**src/rtl/pwm_multi_pkg.sv**
```systemverilog
// Shared definitions for the pwm_multi peripheral: register word offsets,
// CTRL bit positions and the packed CTRL view used for readback.
package pwm_multi_pkg;

    localparam int REG_CTRL      = 0;
    localparam int REG_PRESC     = 1;
    localparam int REG_PERIOD    = 2;
    localparam int REG_POL       = 3;
    localparam int REG_CNT       = 4;
    localparam int REG_DUTY_BASE = 5;

    localparam int CTRL_EN   = 0;
    localparam int CTRL_IE   = 1;
    localparam int CTRL_FLAG = 2;

    // Member order places en at bit 0, ie at bit 1 and flag at bit 2.
    typedef struct packed {
        logic flag;
        logic ie;
        logic en;
    } ctrl_t;

    function automatic logic [31:0] ctrl_word(input ctrl_t c);
        return {29'd0, c};
    endfunction

endpackage

```
**src/rtl/pwm_multi_if.sv**
```systemverilog
// Word-addressed peripheral bus: one-cycle write strobe, combinational read data.
interface pwm_multi_if #(
    parameter int ADDR_W = 4
);
    logic [ADDR_W-1:0] A;
    logic [31:0]       WD;
    logic              WE;
    logic [31:0]       RD;

    modport master (output A, output WD, output WE, input RD);
    modport slave  (input A, input WD, input WE, output RD);
endinterface

```
**src/rtl/pwm_multi_channel.sv**
```systemverilog
// One PWM compare channel: double-buffered duty, compare against the shared
// counter, polarity and the registered output.
module pwm_multi_channel
    import pwm_multi_pkg::*;
#(
    parameter int CNT_W = 16
) (
    input  logic             clk,
    input  logic             reset,
    input  logic [CNT_W-1:0] cnt,
    input  logic             period_end,
    input  logic             run,
    input  logic             pol,
    input  logic             we_sel,
    input  logic [CNT_W-1:0] wd,
    output logic [CNT_W-1:0] duty_sh,
    output logic             pwm
);

    logic [CNT_W-1:0] duty_sh_q, duty_sh_d;
    logic [CNT_W-1:0] duty_act_q, duty_act_d;
    logic             pwm_q, pwm_d;
    logic             raw;

    always_comb begin
        duty_sh_d  = duty_sh_q;
        duty_act_d = duty_act_q;
        if (we_sel) begin
            duty_sh_d = wd;
        end
        // The active copy only sees the shadow value held before this cycle,
        // so a write landing on the period end waits one more period.
        if (!run || period_end) begin
            duty_act_d = duty_sh_q;
        end
        raw   = (cnt < duty_act_q);
        pwm_d = run ? (raw ^ pol) : pol;
    end

    always_ff @(posedge clk) begin
        if (reset) begin
            duty_sh_q  <= '0;
            duty_act_q <= '0;
            pwm_q      <= 1'b0;
        end else begin
            duty_sh_q  <= duty_sh_d;
            duty_act_q <= duty_act_d;
            pwm_q      <= pwm_d;
        end
    end

    assign duty_sh = duty_sh_q;
    assign pwm     = pwm_q;

endmodule

```
**src/rtl/pwm_multi.sv**
```systemverilog
// Multi-channel PWM peripheral: bus decode, shared prescaler and period
// counter, period-end flag and interrupt; compare logic sits in each channel.
module pwm_multi
    import pwm_multi_pkg::*;
#(
    parameter int          CH         = 4,
    parameter int          CNT_W      = 16,
    parameter int          PRE_W      = 16,
    parameter int          ADDR_W     = 4,
    parameter int unsigned PRESC_RST  = 1332,
    parameter int unsigned PERIOD_RST = 100
) (
    input  logic          clk,
    input  logic          reset,
    pwm_multi_if.slave    bus,
    output logic [CH-1:0] pwm_out,
    output logic          irq
);

    logic [ADDR_W-1:0] addr;

    logic en_q, en_d;
    logic ie_q, ie_d;
    logic flag_q, flag_d;

    logic [PRE_W-1:0] presc_q, presc_d;
    logic [PRE_W-1:0] pre_cnt_q, pre_cnt_d;
    logic [CNT_W-1:0] period_sh_q, period_sh_d;
    logic [CNT_W-1:0] period_act_q, period_act_d;
    logic [CNT_W-1:0] cnt_q, cnt_d;
    logic [CH-1:0]    pol_q, pol_d;

    logic          wr_ctrl, wr_presc, wr_period, wr_pol;
    logic [CH-1:0] wr_duty;
    logic          run, tick, period_end;

    logic [CNT_W-1:0] duty_sh [CH];
    ctrl_t            ctrl_view;
    logic             unused_wd;

    assign addr      = bus.A;
    assign unused_wd = ^bus.WD;

    always_comb begin
        wr_ctrl   = bus.WE && (addr == ADDR_W'(REG_CTRL));
        wr_presc  = bus.WE && (addr == ADDR_W'(REG_PRESC));
        wr_period = bus.WE && (addr == ADDR_W'(REG_PERIOD));
        wr_pol    = bus.WE && (addr == ADDR_W'(REG_POL));
        wr_duty   = '0;
        for (int i = 0; i < CH; i++) begin
            wr_duty[i] = bus.WE && (addr == ADDR_W'(REG_DUTY_BASE + i));
        end
    end

    always_comb begin
        en_d        = en_q;
        ie_d        = ie_q;
        presc_d     = presc_q;
        period_sh_d = period_sh_q;
        pol_d       = pol_q;
        if (wr_ctrl) begin
            en_d = bus.WD[CTRL_EN];
            ie_d = bus.WD[CTRL_IE];
        end
        if (wr_presc) begin
            presc_d = bus.WD[PRE_W-1:0];
        end
        if (wr_period) begin
            period_sh_d = bus.WD[CNT_W-1:0];
        end
        if (wr_pol) begin
            pol_d = bus.WD[CH-1:0];
        end
    end

    // Counting needs EN both before and after this edge: an enabling write
    // starts from cleared counters, a disabling write stops at once.
    always_comb begin
        run        = en_q && en_d;
        tick       = run && (pre_cnt_q == presc_q);
        period_end = tick && (cnt_q == period_act_q);

        pre_cnt_d = pre_cnt_q + 1'b1;
        if (!run || tick || wr_presc) begin
            pre_cnt_d = '0;
        end

        cnt_d = cnt_q;
        if (!run || period_end) begin
            cnt_d = '0;
        end else if (tick) begin
            cnt_d = cnt_q + 1'b1;
        end

        period_act_d = period_act_q;
        if (!run || period_end) begin
            period_act_d = period_sh_q;
        end

        // A clear coinciding with a period end loses to the set.
        flag_d = flag_q;
        if (wr_ctrl && bus.WD[CTRL_FLAG]) begin
            flag_d = 1'b0;
        end
        if (period_end) begin
            flag_d = 1'b1;
        end
    end

    always_comb begin
        ctrl_view.flag = flag_q;
        ctrl_view.ie   = ie_q;
        ctrl_view.en   = en_q;
        bus.RD         = '0;
        case (addr)
            ADDR_W'(REG_CTRL):   bus.RD = ctrl_word(ctrl_view);
            ADDR_W'(REG_PRESC):  bus.RD = 32'(presc_q);
            ADDR_W'(REG_PERIOD): bus.RD = 32'(period_sh_q);
            ADDR_W'(REG_POL):    bus.RD = 32'(pol_q);
            ADDR_W'(REG_CNT):    bus.RD = 32'(cnt_q);
            default: begin
                for (int i = 0; i < CH; i++) begin
                    if (addr == ADDR_W'(REG_DUTY_BASE + i)) begin
                        bus.RD = 32'(duty_sh[i]);
                    end
                end
            end
        endcase
    end

    always_ff @(posedge clk) begin
        if (reset) begin
            en_q         <= 1'b0;
            ie_q         <= 1'b0;
            flag_q       <= 1'b0;
            presc_q      <= PRE_W'(PRESC_RST);
            pre_cnt_q    <= '0;
            period_sh_q  <= CNT_W'(PERIOD_RST);
            period_act_q <= CNT_W'(PERIOD_RST);
            cnt_q        <= '0;
            pol_q        <= '0;
        end else begin
            en_q         <= en_d;
            ie_q         <= ie_d;
            flag_q       <= flag_d;
            presc_q      <= presc_d;
            pre_cnt_q    <= pre_cnt_d;
            period_sh_q  <= period_sh_d;
            period_act_q <= period_act_d;
            cnt_q        <= cnt_d;
            pol_q        <= pol_d;
        end
    end

    assign irq = flag_q & ie_q;

    // Polarity is taken from the next-state value so a POL write shows on the
    // following edge.
    for (genvar i = 0; i < CH; i++) begin : g_ch
        pwm_multi_channel #(
            .CNT_W(CNT_W)
        ) u_ch (
            .clk        (clk),
            .reset      (reset),
            .cnt        (cnt_q),
            .period_end (period_end),
            .run        (run),
            .pol        (pol_d[i]),
            .we_sel     (wr_duty[i]),
            .wd         (bus.WD[CNT_W-1:0]),
            .duty_sh    (duty_sh[i]),
            .pwm        (pwm_out[i])
        );
    end

endmodule

```
**src/flat_wrapper.sv**
```systemverilog
// flat-port wrapper written by rule: the top's interface ports become plain ports
module pwm_multi_flat import pwm_multi_pkg::*;
#(
    parameter int          CH         = 4,
    parameter int          CNT_W      = 16,
    parameter int          PRE_W      = 16,
    parameter int          ADDR_W     = 4,
    parameter int unsigned PRESC_RST  = 1332,
    parameter int unsigned PERIOD_RST = 100
)
  (clk, reset, pwm_out, irq, bus_A, bus_WD, bus_WE, bus_RD);
  pwm_multi_if #(.ADDR_W(ADDR_W)) bus_i ();
  input  logic clk;
  input  logic reset;
  output logic [CH-1:0] pwm_out;
  output logic irq;
  input wire logic [$bits(bus_i.A)-1:0] bus_A;
  input wire logic [$bits(bus_i.WD)-1:0] bus_WD;
  input wire logic [$bits(bus_i.WE)-1:0] bus_WE;
  output wire logic [$bits(bus_i.RD)-1:0] bus_RD;
  assign bus_i.A = bus_A;
  assign bus_i.WD = bus_WD;
  assign bus_i.WE = bus_WE;
  assign bus_RD = bus_i.RD;
  pwm_multi #(.CH(CH), .CNT_W(CNT_W), .PRE_W(PRE_W), .ADDR_W(ADDR_W), .PRESC_RST(PRESC_RST), .PERIOD_RST(PERIOD_RST)) u_core (.clk(clk), .reset(reset), .bus(bus_i), .pwm_out(pwm_out), .irq(irq));
endmodule
```
**config.mk**
```make
export PLATFORM = sky130hd
export DESIGN_NAME = pwm_multi_flat
export DESIGN_NICKNAME = d
export VERILOG_FILES = /design/src/rtl/pwm_multi_pkg.sv /design/src/rtl/pwm_multi_if.sv /design/src/rtl/pwm_multi_channel.sv /design/src/rtl/pwm_multi.sv /design/src/flat_wrapper.sv
export SDC_FILE = /design/constraint.sdc
export NUM_CORES = 1
export LEC_CHECK = 0
export CORE_MARGIN = 2
export CORE_UTILIZATION = 51
export DETAILED_ROUTE_END_ITERATION = 12
export PLACE_DENSITY = 0.7
export SYNTH_ARGS = -nofsm -noshare
export SYNTH_HDL_FRONTEND = slang
export SYNTH_HIERARCHICAL = 1
export SYNTH_SLANG_ARGS = --single-unit
```
**constraint.sdc**
```tcl
create_clock -name clk -period 3.5 [get_ports clk]
set_clock_uncertainty 0.05 [all_clocks]
set_input_delay 0.7 -clock clk [delete_from_list [all_inputs] [get_ports clk]]
set_output_delay 0.7 -clock clk [all_outputs]
set_load 0.005 [all_outputs]
```
==> impl_results.md <==
- Outcome: finished, violations left
- Failing checks: negative setup slack
- Worst Slack Setup Final: -0.0813 ns
- Synthesized-area fraction occupied by adder cells: 6.87%
- Total power after layout: 0.00535 W
- First-pass GRT wire length: 53.0 mm
- Internal power: between 0.004 and 0.005 W
- HP Start: u_core/g_ch[2].u_ch/duty_act_q[4]
- Layout Cells excl Fill: approximately 1,700
- Setup TNS Final: -0.0868 ns
- Worst setup SP type: input port
- Final Setup Violations: 2
- Total global routing overflow: 0
- I/O pin count: 76
- Net Sw Power: 0.00125 W
- Die Area: around 23,000 µm²
- Crit path kind: in -> out
- F_max: 0.279 GHz
- DRT iter0 DRCs: 1,026
- Initial antenna violation count: 2
- Wirelength per Cell: 20.2 µm
- Netlist Area Pre-Place: about 11,000 µm²
- Largest family of logic cells by synthesized area: simple AND/OR/NAND/NOR gates
- Crit path max fanout: 7
- Required @ worst endpoint: 2.75 ns
- Ys flop type: dfxtp_1
- Layout Nets: 1,516
- ANT cells: 0
- Post-synthesis sequential area ratio: 38.8%
- RSZ-0062 raised after global routing: yes
- # port buffers: 43
- Clock Latency Late Sink: 0.53 ns
- H-tree depth: 1
- Tightest Pin Transition: 0.701 ns
- Starting Density: 51.9%
- Area of the multi-input gates: 6250 µm²
- Switching share of power: 23.3%
- Placed Cells: between 1,500 and 2,000
- Reg area: 4380 µm²
- Layout cells sized above 1: 11.8%
- Worst hold path class: reg -> reg
- Final core area utilization: 60.5%
- Mux cell area share after synthesis: approximately 9%
- GRT Util Overall: 29.0%
- DR vias: 9,929
- Complex-gate fraction of the synthesized area: 13.2%
- Ys async rst share: 0%
- Chip Height: 153 µm
- Clock group share of total power: 46.3%
- Fill cells: 1,929
- Seq pwr share: 47.5%
- Final Hold Viols: 0
- Cell area power density: between 400 and 500 nW/µm²
- Crit path from: bus_A[0]
- Slew Limit Headroom: 53.3%
- Distinct cell type count after synthesis: 59
- Post-Synth XOR/XNOR Area: 3.57%
- Residual DRC count: 0
- CTS clk-pin slew, worst paths: 0.06 ns
- Layout area overhead: 16.6%
- Gate power share: 6.2%
- Static Leak: 4.87 nW
- Crit share post-route: 102%
- Post-synth EDFFs: 0
- Die width: 153 µm
- IR drop worst, VDD: 442 µV
- Routed Antenna Nets: 0
- Core Rows: 54
- Vias in the first global route: 9,242
- Root Driver: clkbuf_16
- Max Buffers Root-to-Sink: 3
- Warnings from Yosys: 6
- Routed wire length: between 30 and 40 mm
- Arr. time, crit path: 2.83 ns
- TritonCTS buffer count: 25
- Simple-gate share of the synthesized area: 21.6%
- Clock Sinks: 219
- Placer Congestion: 1.05
- Largest net degree at the start of global routing: 62
- Final Critical Period: about 3.6 ns
- Critical Path End Type: output port
- Worst r2r src: u_core/cnt_q[0]
- Yosys reg bits: 219
- Post-synthesis cell count: 1,347
- Detailed placement HPWL: 25.1 mm
- MaxCap Viol Count: 0
- Slew Viols, Final: 0
- Syn_area_per_cell: ~8.4 µm²
- Via density: 5.80
- Hold-fix buffers, CTS: 0
- CTS tree: done
- Core Box Area: 21,800 µm²
- DR pass1 iterations: 6
metrics by stage:
step	hold slack (ns)	cell area (µm²)	setup slack (ns)
after CTS	0.401	13200	-0.113
after detailed placement	0.393	12300	-0.373
after floorplan	0.382	11400	0.563
after global placement	0.389	12300	-0.374
after global routing	0.419	13200	-0.177
final	0.399	13200	-0.0813
power groups by stage:
| stage | Sequential [W] | Clock (W) | Combinational, W |
|---|---|---|---|
| 6_report | 0.00254 | 0.00248 | 0.000334 |
| 5_1_grt | 0.00254 | 0.00261 | 0.000353 |
| 4_1_cts | 0.00254 | 0.00250 | 0.000328 |
| 3_5_place_dp | 0.00259 | 0 | 0.000313 |
| 3_3_place_gp | 0.00259 | 0 | 0.000311 |
| 2_1_floorplan | 0.00258 | 0 | 0.000179 |
layer usage:
layer  track usage (%)  up-vias  share of wire, %
met2              46.3      417                46
met4              9.79        4               3.4
met1              40.0     4715                42
met5                 0        -             0.055
met3              4.76       77               8.7
li1                  -     4716                 -
cell families (layout without fill, tap and decap cells):
| logic type | after synthesis | count (layout) |
|---|---|---|
| fa+ha+maj | 62 | 62 |
| other cells | 1 | 16 |
| compound gates | 236 | 236 |
| xor+xnor | 46 | 46 |
| simple gates | 511 | 511 |
| flops | 219 | 219 |
| buf+inv | 173 | 242 |
| mux | 99 | 99 |
state kept, by name, summed over array words and instances, names as in the netlist:
register / count
u_core/cnt_q: 16
u_core/en_q: 1
u_core/flag_q: 1
u_core/g_ch.u_ch/duty_act_q: 64
u_core/g_ch.u_ch/duty_sh: 64
u_core/g_ch.u_ch/pwm: 4
u_core/ie_q: 1
u_core/period_act_q: 16
u_core/period_sh_q: 16
u_core/pol_q: 4
u_core/pre_cnt_q: 16
u_core/presc_q: 16
cell usage after synthesis (20+ instances only):
master | instances | area share (%)
a21oi_1 | 136 | 6.0
a22oi_1 | 26 | 1.7
clkbuf_1 | 57 | 1.9
dfxtp_1 | 219 | 39
ha_1 | 62 | 6.9
inv_1 | 72 | 2.4
mux2i_1 | 84 | 7.4
nand2_1 | 213 | 7.1
nand2b_1 | 38 | 2.1
nand3_1 | 25 | 1.1
nand4_1 | 20 | 1.1
nor2_1 | 105 | 3.5
o21ai_0 | 22 | 0.97
xnor2_1 | 24 | 1.9
xor2_1 | 22 | 1.7
worst max-delay path, cell delays in order:
cell             delay, ns
dlygate4sd2_1         0.30
bufbuf_16             0.30
nor4b_4               0.31
nand2_1               0.10
o21ai_0               0.07
o21ai_0               0.10
a221oi_2              0.30
buf_4                 0.16
clkdlybuf4s50_1       0.49
worst paths after layout:
check / to / slack (ns) / cells after the start
worst min register to register: u_core/g_ch[2].u_ch/duty_act_q[4] / 0.40 / 2
worst max-delay path: bus_RD[2] / -0.08 / 9
worst max register to register: u_core/g_ch[3].u_ch/duty_act_q[5] / 0.46 / 8
worst min-delay path: u_core/g_ch[2].u_ch/duty_act_q[4] / 0.40 / 2
timing repair:
item,in CTS,in global routing
cloned,1,0
hold endpoints to repair,0,0
pin swaps,4,3
gates resized for setup,30,7
setup buffers,5,1
setup endpoints to repair,16,7
cell type report:
type | instances | area share, %
well taps | 280 | 2.66
flip-flops and latches | 219 | 33.3
clock buffers | 35 | 5.26
repair buffers | 126 | 8.71
clock inverters | 8 | 0.522
multi-input cells | 970 | 47.5
inverters | 73 | 2.08
placed cells by master, fill, tap and decap left out, types with 13 or more instances in the layout:
master and instances:
mux2i_1 84, buf_4 74, nand4_1 20, or3_1 18
nor2_1 102, and3_1 13, a21oi_1 131, nand2_1 213
nand2b_1 36, nor4_1 13, o21ai_0 22, xnor2_1 24
inv_1 72, dfxtp_1 219, xor2_1 22, a22oi_1 26
nor2b_1 13, nand3_1 25, ha_1 62, nor3_1 13
conb_1 16, clkdlybuf4s50_1 25, clkbuf_16 25
Note: power is estimated with default switching activity, not from simulation.
==> variant: new RTL, config.mk and constraints unchanged <==
Take the reset off `duty_sh_q` and load it in a clocked block of its own.
--- a/src/rtl/pwm_multi_channel.sv
+++ b/src/rtl/pwm_multi_channel.sv
@@ -39,14 +39,16 @@
 
     always_ff @(posedge clk) begin
         if (reset) begin
-            duty_sh_q  <= '0;
             duty_act_q <= '0;
             pwm_q      <= 1'b0;
         end else begin
-            duty_sh_q  <= duty_sh_d;
             duty_act_q <= duty_act_d;
             pwm_q      <= pwm_d;
         end
+    end
+
+    always_ff @(posedge clk) begin
+        duty_sh_q <= duty_sh_d;
     end
 
     assign duty_sh = duty_sh_q;
Formal check against the unedited RTL: not equivalent (Yosys sat finds a counterexample within 4 cycles, from zero or initial values and one cycle with reset high).
==> variant against the original RTL <==
- wire length decreased by 4.3%
- design area decreased by 2.4%
- synthesized area decreased by 2.7%
- highest routed layer is now met4
- synthesized cell count decreased by 11%
- non-clock buffer count decreased by 3
- power increased by 3.8%
- sequential cell count unchanged
- worst setup slack improved by 0.17 ns
==> variant: results <==
[route]
drtIter0Drc = 939
viasPerCell = 5.81
vias = 9157

[finish]
buf_share_pct = 8.40
buffers_excl_clock = 123
multi_input_area_um2 = 5370
drive_gt1_share_pct = 12.5
seq_share_pct = 39.1
n_fill_cell = 1858
multi_input_comb_cells = 842
multi_input_area_share_pct = 41.7
clkCellAreaFrac_pct = 5.99

[synthesis]
yosysUniqueCellTypes = 60
synth_area_leaders = "dfxtp_1 (28%), edfxtp_1 (17%), nand2_1 (7.3%), ha_1 (7.1%), a21oi_1 (6.2%)"
syn_inst = 1203
yosysSeqAreaShare_pct = 45.7

[global_routing]
grt_max_degree = 55
grt_pass1_vias = 8501

[clock_tree]
post_cts_buffers = 3
cts_buffers = 24

[critical_path]
cp-startpoint = "bus_A[3]"
path_max_fanout = 4
reg2reg_to = "u_core/g_ch[0].u_ch/duty_act_q[15]"
worstRegToRegCells = 9
reg2reg_from = "u_core/cnt_q[9]"
critPathArrivalTime_ns = 2.66
rrSetupSlack_ns = 0.70

[worst_hold_path]
min_to = "u_core/g_ch[0].u_ch/duty_act_q[10]"

[run_status]
status = "completed"

[sta]
fin_hold_ws_ns = 0.400
slew_headroom_pct = 39.7
fin_ws_ns = 0.0879

[placement]
dp_cells = 1527
dp_hpwl_um = 23600
place_area_um2 = 12000
pre_cts_slack_ns = -0.335
## variant: routing by layer
metal,up-vias,global-route usage [%],share of wire (%)
met5,-,0,0
met4,0,11.4,4.1
met3,78,5.75,9.7
met2,405,44.6,43
met1,4348,41.7,43
li1,4326,-,-
## variant: power by group through the flow
stage                     Clock [W]  Sequential (W)  Combinational, W
after detailed placement          0         0.00275          0.000369
final                       0.00247         0.00270          0.000382
after CTS                   0.00249         0.00270          0.000377
after global routing        0.00260         0.00270          0.000413
after global placement            0         0.00275          0.000365
after floorplan                   0         0.00274          0.000207
## variant: cell families after synthesis
kind of cell	count (synthesis)	share of synthesized area, %
AND/OR/NAND/NOR	447	20.1
AO/OA/AOI/OAI	236	13.6
flip-flops	219	45.7
buffers and inverters	157	6.49
adder cells (fa/ha/maj)	62	7.06
XOR/XNOR	46	3.67
multiplexers	35	3.36
other	1	0.0341
